File: config.mk
export PLATFORM = sky130hd
export DESIGN_NAME = object_compositor
export DESIGN_NICKNAME = d
export VERILOG_FILES = /design/src/rtl/object_compositor.sv
export SDC_FILE = /design/constraint.sdc
export NUM_CORES = 2
export LEC_CHECK = 0
export ABC_AREA = 0
export BUFFER_PORTS_ARGS = -buffer_cell sky130_fd_sc_hd__buf_2
export CORE_ASPECT_RATIO = 0.8
export CORE_MARGIN = 2
export CORE_UTILIZATION = 59
export CTS_BUF_LIST = sky130_fd_sc_hd__clkbuf_8 sky130_fd_sc_hd__clkbuf_16
export CTS_CLUSTER_SIZE = 16
export DETAILED_ROUTE_END_ITERATION = 8
export PLACE_DENSITY = 0.83
export SYNTH_ARGS = -nofsm -noshare
export SYNTH_HDL_FRONTEND = slang
export SYNTH_SLANG_ARGS = --single-unit
File: constraint.sdc
create_clock -name Clk -period 22.7 [get_ports Clk]
set_input_delay 6.81 -clock Clk [delete_from_list [all_inputs] [get_ports Clk]]
set_output_delay 6.81 -clock Clk [all_outputs]
set_load 0.05 [all_outputs]
File: src/rtl/object_compositor.sv
`default_nettype none
// ============================================================================
// Module   : object_compositor
// Brief    : 3-stage per-pixel compositor for NUM_OBJ double-buffered
//            rectangle/circle objects, with priority colour select and
//            per-frame collision flags.
// Revision : 1.0 - initial release
// ============================================================================
module object_compositor #(
    parameter int NUM_OBJ = 4,
    parameter int COORD_W = 10,
    parameter int COLOR_W = 8,
    parameter int IDX_W   = (NUM_OBJ > 1) ? $clog2(NUM_OBJ) : 1
) (
    input  logic                   Clk,
    input  logic                   Reset,
    input  logic                   cfg_wr,
    input  logic [IDX_W-1:0]       cfg_obj,
    input  logic                   cfg_en,
    input  logic                   cfg_shape,
    input  logic [COORD_W-1:0]     cfg_x,
    input  logic [COORD_W-1:0]     cfg_y,
    input  logic [COORD_W-1:0]     cfg_w,
    input  logic [COORD_W-1:0]     cfg_h,
    input  logic [3*COLOR_W-1:0]   cfg_rgb,
    input  logic                   frame_start,
    input  logic                   pix_valid,
    input  logic [COORD_W-1:0]     DrawX,
    input  logic [COORD_W-1:0]     DrawY,
    output logic                   out_valid,
    output logic [COLOR_W-1:0]     Red,
    output logic [COLOR_W-1:0]     Green,
    output logic [COLOR_W-1:0]     Blue,
    output logic                   hit,
    output logic [IDX_W-1:0]       hit_idx,
    output logic [NUM_OBJ-1:0]     frame_collision
);

    localparam int c_RGB_W = 3 * COLOR_W;
    localparam int c_SQ_W  = 2 * COORD_W + 3;
    localparam int c_BG_W  = (COORD_W - 3 > 8) ? COORD_W - 3 : 8;

    typedef struct packed {
        logic               en;
        logic               shape;
        logic [COORD_W-1:0] x;
        logic [COORD_W-1:0] y;
        logic [COORD_W-1:0] w;
        logic [COORD_W-1:0] h;
        logic [c_RGB_W-1:0] rgb;
    } obj_t;

    obj_t r_shadow [NUM_OBJ];
    obj_t r_active [NUM_OBJ];

    // Non-blocking copy means a same-cycle write lands in shadow only.
    always_ff @(posedge Clk or posedge Reset) begin
        if (Reset) begin
            for (int i = 0; i < NUM_OBJ; i++) begin
                r_shadow[i] <= '0;
                r_active[i] <= '0;
            end
        end else begin
            if (frame_start) begin
                for (int i = 0; i < NUM_OBJ; i++) r_active[i] <= r_shadow[i];
            end
            if (cfg_wr) begin
                for (int i = 0; i < NUM_OBJ; i++) begin
                    if (cfg_obj == IDX_W'(i))
                        r_shadow[i] <= {cfg_en, cfg_shape, cfg_x, cfg_y, cfg_w, cfg_h, cfg_rgb};
                end
            end
        end
    end

    // ---------------- S1: offsets (two's complement) and field snapshot
    logic [COORD_W:0]   r_s1Dx    [NUM_OBJ];
    logic [COORD_W:0]   r_s1Dy    [NUM_OBJ];
    logic               r_s1En    [NUM_OBJ];
    logic               r_s1Shape [NUM_OBJ];
    logic [COORD_W-1:0] r_s1W     [NUM_OBJ];
    logic [COORD_W-1:0] r_s1H     [NUM_OBJ];
    logic [c_RGB_W-1:0] r_s1Rgb   [NUM_OBJ];
    logic [COLOR_W-1:0] r_s1Bg;
    logic               r_s1Valid;

    logic [c_BG_W-1:0]  w_bgFull;
    assign w_bgFull = c_BG_W'(8'h7F) - c_BG_W'(DrawX[COORD_W-1:3]);

    always_ff @(posedge Clk) begin
        for (int i = 0; i < NUM_OBJ; i++) begin
            r_s1Dx[i]    <= {1'b0, DrawX} - {1'b0, r_active[i].x};
            r_s1Dy[i]    <= {1'b0, DrawY} - {1'b0, r_active[i].y};
            r_s1En[i]    <= r_active[i].en;
            r_s1Shape[i] <= r_active[i].shape;
            r_s1W[i]     <= r_active[i].w;
            r_s1H[i]     <= r_active[i].h;
            r_s1Rgb[i]   <= r_active[i].rgb;
        end
        r_s1Bg <= COLOR_W'(w_bgFull);
    end

    // ---------------- S2: magnitudes, squares, coverage
    logic [COORD_W:0]   w_absDx [NUM_OBJ];
    logic [COORD_W:0]   w_absDy [NUM_OBJ];
    logic [c_SQ_W-1:0]  w_dist  [NUM_OBJ];
    logic [c_SQ_W-1:0]  w_rad   [NUM_OBJ];
    logic [NUM_OBJ-1:0] w_cover;

    always_comb begin
        w_cover = '0;
        for (int i = 0; i < NUM_OBJ; i++) begin
            w_absDx[i] = r_s1Dx[i][COORD_W] ? (~r_s1Dx[i] + 1'b1) : r_s1Dx[i];
            w_absDy[i] = r_s1Dy[i][COORD_W] ? (~r_s1Dy[i] + 1'b1) : r_s1Dy[i];
            w_dist[i]  = c_SQ_W'(w_absDx[i]) * c_SQ_W'(w_absDx[i])
                       + c_SQ_W'(w_absDy[i]) * c_SQ_W'(w_absDy[i]);
            w_rad[i]   = c_SQ_W'(r_s1W[i]) * c_SQ_W'(r_s1W[i]);
            if (r_s1Shape[i])
                w_cover[i] = r_s1En[i] && (w_dist[i] <= w_rad[i]);
            else
                w_cover[i] = r_s1En[i] && (w_absDx[i] <= {1'b0, r_s1W[i]})
                                       && (w_absDy[i] <= {1'b0, r_s1H[i]});
        end
    end

    logic [NUM_OBJ-1:0] r_s2Cover;
    logic [c_RGB_W-1:0] r_s2Rgb [NUM_OBJ];
    logic [COLOR_W-1:0] r_s2Bg;
    logic               r_s2Valid;

    always_ff @(posedge Clk) begin
        r_s2Cover <= w_cover;
        r_s2Bg    <= r_s1Bg;
        for (int i = 0; i < NUM_OBJ; i++) r_s2Rgb[i] <= r_s1Rgb[i];
    end

    // ---------------- S3: priority encode, colour select, collision
    logic [IDX_W-1:0]   w_winIdx;
    logic [c_RGB_W-1:0] w_winRgb;
    logic [NUM_OBJ-1:0] w_contrib;
    logic [NUM_OBJ-1:0] r_collAcc;

    always_comb begin
        w_winIdx = '0;
        w_winRgb = '0;
        for (int i = NUM_OBJ - 1; i >= 0; i--) begin
            if (r_s2Cover[i]) begin
                w_winIdx = IDX_W'(i);
                w_winRgb = r_s2Rgb[i];
            end
        end
        // More than one bit set <=> clearing the lowest set bit leaves something.
        w_contrib = '0;
        if (r_s2Valid && (|(r_s2Cover & (r_s2Cover - NUM_OBJ'(1)))))
            w_contrib = r_s2Cover;
    end

    always_ff @(posedge Clk or posedge Reset) begin
        if (Reset) begin
            r_s1Valid       <= 1'b0;
            r_s2Valid       <= 1'b0;
            out_valid       <= 1'b0;
            Red             <= '0;
            Green           <= '0;
            Blue            <= '0;
            hit             <= 1'b0;
            hit_idx         <= '0;
            r_collAcc       <= '0;
            frame_collision <= '0;
        end else begin
            r_s1Valid <= pix_valid;
            r_s2Valid <= r_s1Valid;
            out_valid <= r_s2Valid;
            if (r_s2Valid) begin
                hit     <= |r_s2Cover;
                hit_idx <= w_winIdx;
                if (|r_s2Cover) begin
                    {Red, Green, Blue} <= w_winRgb;
                end else begin
                    Red   <= '0;
                    Green <= '0;
                    Blue  <= r_s2Bg;
                end
            end
            if (frame_start) begin
                frame_collision <= r_collAcc | w_contrib;
                r_collAcc       <= '0;
            end else begin
                r_collAcc <= r_collAcc | w_contrib;
            end
        end
    end

endmodule
`default_nettype wire

==> results.sh <==
export IMPL_netlist_area_sq_mm=0.0737
export IMPL_cts_hold_fix_buffers=0
export IMPL_cp_start_kind="input port"
export IMPL_firstDrtPassIters=6
export IMPL_cts_path_max_buffers=3
export IMPL_clk_pin_slew_ns=0.07
export IMPL_cp_required_ns=23.25
export IMPL_fin_ws_ns=12.57
export IMPL_dr_total_vias=50500
export IMPL_syn_to_final_growth_pct=7.86
export IMPL_max_freq_mhz=98.7
export IMPL_drc_errors=0
export IMPL_synth_edff_count=0
export IMPL_crit_arrival_ns=10.68
export IMPL_cts_sinks=952
export IMPL_grt_total_usage=0.293
export IMPL_drive_gt1_frac=0.111
export IMPL_min_from="r_s1Rgb[3][2]"
export IMPL_drtIter0Drc=3631
export IMPL_rsz0062_at_grt="no"
export IMPL_synth_ff_type="dfrtp_1"
export IMPL_dp_hpwl_mm=140
export IMPL_hold_depth=0
export IMPL_yosys_area_top_type="fa_1"
export IMPL_clkLatencyLatePin_ns=0.70
export IMPL_ant_nets=0
export IMPL_finalSetupViolCount=0
export IMPL_finalMaxSlewViolations=0
export IMPL_worst_path_max_fanout=103
export IMPL_grt_max_degree=165
export IMPL_regArea_sq_mm=0.0219
export IMPL_async_flop_share=0.595
export IMPL_finalClockSkew_ns=0.0405
export IMPL_final_nets=9006
export IMPL_cts_tree="built"
export IMPL_routabilityCongestion=0.936
export IMPL_synth_avg_cell_area_sq_um=10.4
export IMPL_numCtsBuffers=83
export IMPL_slew_headroom=0.184
export IMPL_fin_crit_ns=10.13
export IMPL_place_ws_ns=12.07
export IMPL_io_buffers=124
export IMPL_synth_seq_area_share=0.297
export IMPL_synth_distinct_cells=85
export IMPL_reg2regPathDepth=33
export IMPL_multi_input_area_sq_mm=0.0460
export IMPL_synth_area_top_cells="fa_1 (23%), dfrtp_1 (19%), ha_1 (14%)"
export IMPL_rows=115
export IMPL_hold_path_endpoint="r_s2Rgb[3][2]"
export IMPL_cts_root_buf="clkbuf_16"
export IMPL_antenna_found_initial=29
export IMPL_syn_inst=7088
export IMPL_overflow=0
export IMPL_fillers=9015
export IMPL_fp_coreArea_sq_mm=0.123
export IMPL_initial_utilization=0.597
export IMPL_hold_viol_final=0
export IMPL_synth_warnings=0
export IMPL_period_share=0.446
export IMPL_cap_violations=0
export IMPL_drt_wl_total_mm=181
export IMPL_cts_resized=0
export IMPL_cts_setup_buffers=0
export IMPL_fp_dieArea_sq_mm=0.128
export IMPL_r2r_end="r_s2Cover[0]"
export IMPL_reg2reg_from="r_s1Dx[0][0]"
export IMPL_rrSetupSlack_ns=12.74
export IMPL_pin_count=125
export IMPL_worst_pin_slew_ns=1.21
export IMPL_hold_slack_ns=0.318
export IMPL_ys_seq_elements=952
export IMPL_criticalPathCategory="in -> reg"
export IMPL_grt_pass1_vias=54800
export IMPL_min_path_type="reg -> reg"
export IMPL_finalSetupTns_ns=0
export IMPL_status="finished, final reports clean"
export IMPL_crit_path_end_kind="flop"
export IMPL_cts_max_level=3
export IMPL_die_height_um=320
export IMPL_wl_per_cell_um=20.2
export IMPL_grt_pass1_wl_mm=293
export IMPL_die_w_um=399
export IMPL_yosysTopAreaCellShare=0.231
export IMPL_vias_per_cell=5.63
==> registers in the layout (all words and copies together) (netlist names), 40 cells and up <==
| register | count |
|---|---|
| r_s1Dx | 44 |
| r_active | 264 |
| r_s1W | 40 |
| r_s2Rgb | 96 |
| r_s1Rgb | 96 |
| r_s1H | 40 |
| r_s1Dy | 44 |
| r_shadow | 264 |
==> logic make-up (layout without fill, tap and decap cells) <==
group,after synthesis,after routing,synth area share
flip-flops,952,952,0.297
other,2,66,0.000102
XOR/XNOR,280,280,0.0336
multiplexers,469,469,0.0716
AND/OR/NAND/NOR,1345,1345,0.0806
AO/OA/AOI/OAI,788,788,0.0686
adder cells (fa/ha/maj),1649,1649,0.367
buffers and inverters,1603,1797,0.0817
==> area by class of cell <==
type / count / share of cell area
Sequential cell: 952 / 0.276
Clock inverter: 56 / 0.00872
Clock buffer: 100 / 0.0291
Tap cell: 1638 / 0.0258
Timing Repair Buffer: 165 / 0.0120
Multi-Input combinational cell: 4587 / 0.579
Antenna cell: 10 / 0.000315
Inverter: 1476 / 0.0698
==> layer usage <==
| metal | share of wire | global-route usage | routed length, um |
|---|---|---|---|
| met1 | 0.42 | 0.395 | 75900 |
| met4 | 0.031 | 0.0901 | 5700 |
| met2 | 0.45 | 0.457 | 81700 |
| met5 | 0.0011 | 0 | 205 |
| met3 | 0.098 | 0.0858 | 17700 |
==> critical path, stage by stage <==
cell and delay (ns):
buf_8 0.51, buf_4 0.87, buf_4 0.78, buf_4 0.91, mux2_2 0.44
==> synth_stat cells, drive strengths merged (25+ instances only) <==
master,number
a21oi,235
nand3,45
nand2,429
dfxtp,386
a21o,116
xnor2,153
and2,61
o31ai,25
ha,797
clkbuf,119
dfrtp,566
o21a,40
nand4,25
fa,851
inv,1468
nor2,550
xor2,127
nor3,45
mux2,462
o21ai,189
nand2b,47
nor2b,51
a21boi,27
==> worst max-delay path by stage <==
stage / startpoint / to
detailed placement: frame_start / r_active[44]
finish: frame_start / r_active[25]
global route: r_s1Dx[0][0] / r_s2Cover[0]
global placement: frame_start / r_active[24]
CTS: frame_start / r_active[161]
floorplan: Reset / Blue[0]
==> layout by cell type, fill, tap and decap left out, types with 23 or more instances in the layout <==
cell type and n:
fa_1 851, clkbuf_16 83, a21o_1 116, nand3_1 44
and2_1 61, dfrtp_1 565, a22oi_1 24, nor2b_1 50
o21ai_0 167, xnor2_1 150, a21oi_1 235, xor2_1 126
ha_1 797, mux2_2 462, buf_4 40, buf_2 123
conb_1 56, nor3_1 45, o21a_1 40, o31ai_1 23
nor2_1 550, nand2b_1 47, nand4_1 25, nand2_1 429
inv_1 1471, dfxtp_1 384
==> metrics by stage <==
stage | cell area [sq um] | utilization | instances
6_report | 79500 | 0.644 | 8984
2_1_floorplan | 73900 | - | 7142
3_5_place_dp | 76400 | 0.619 | 8818
3_3_place_gp | 76400 | 0.619 | 8818
4_1_cts | 79400 | 0.643 | 8974
5_1_grt | 79400 | 0.644 | 8977
Power is not shown: default switching activity piles up to over one toggle a cycle in this logic, so the estimate is an artifact.
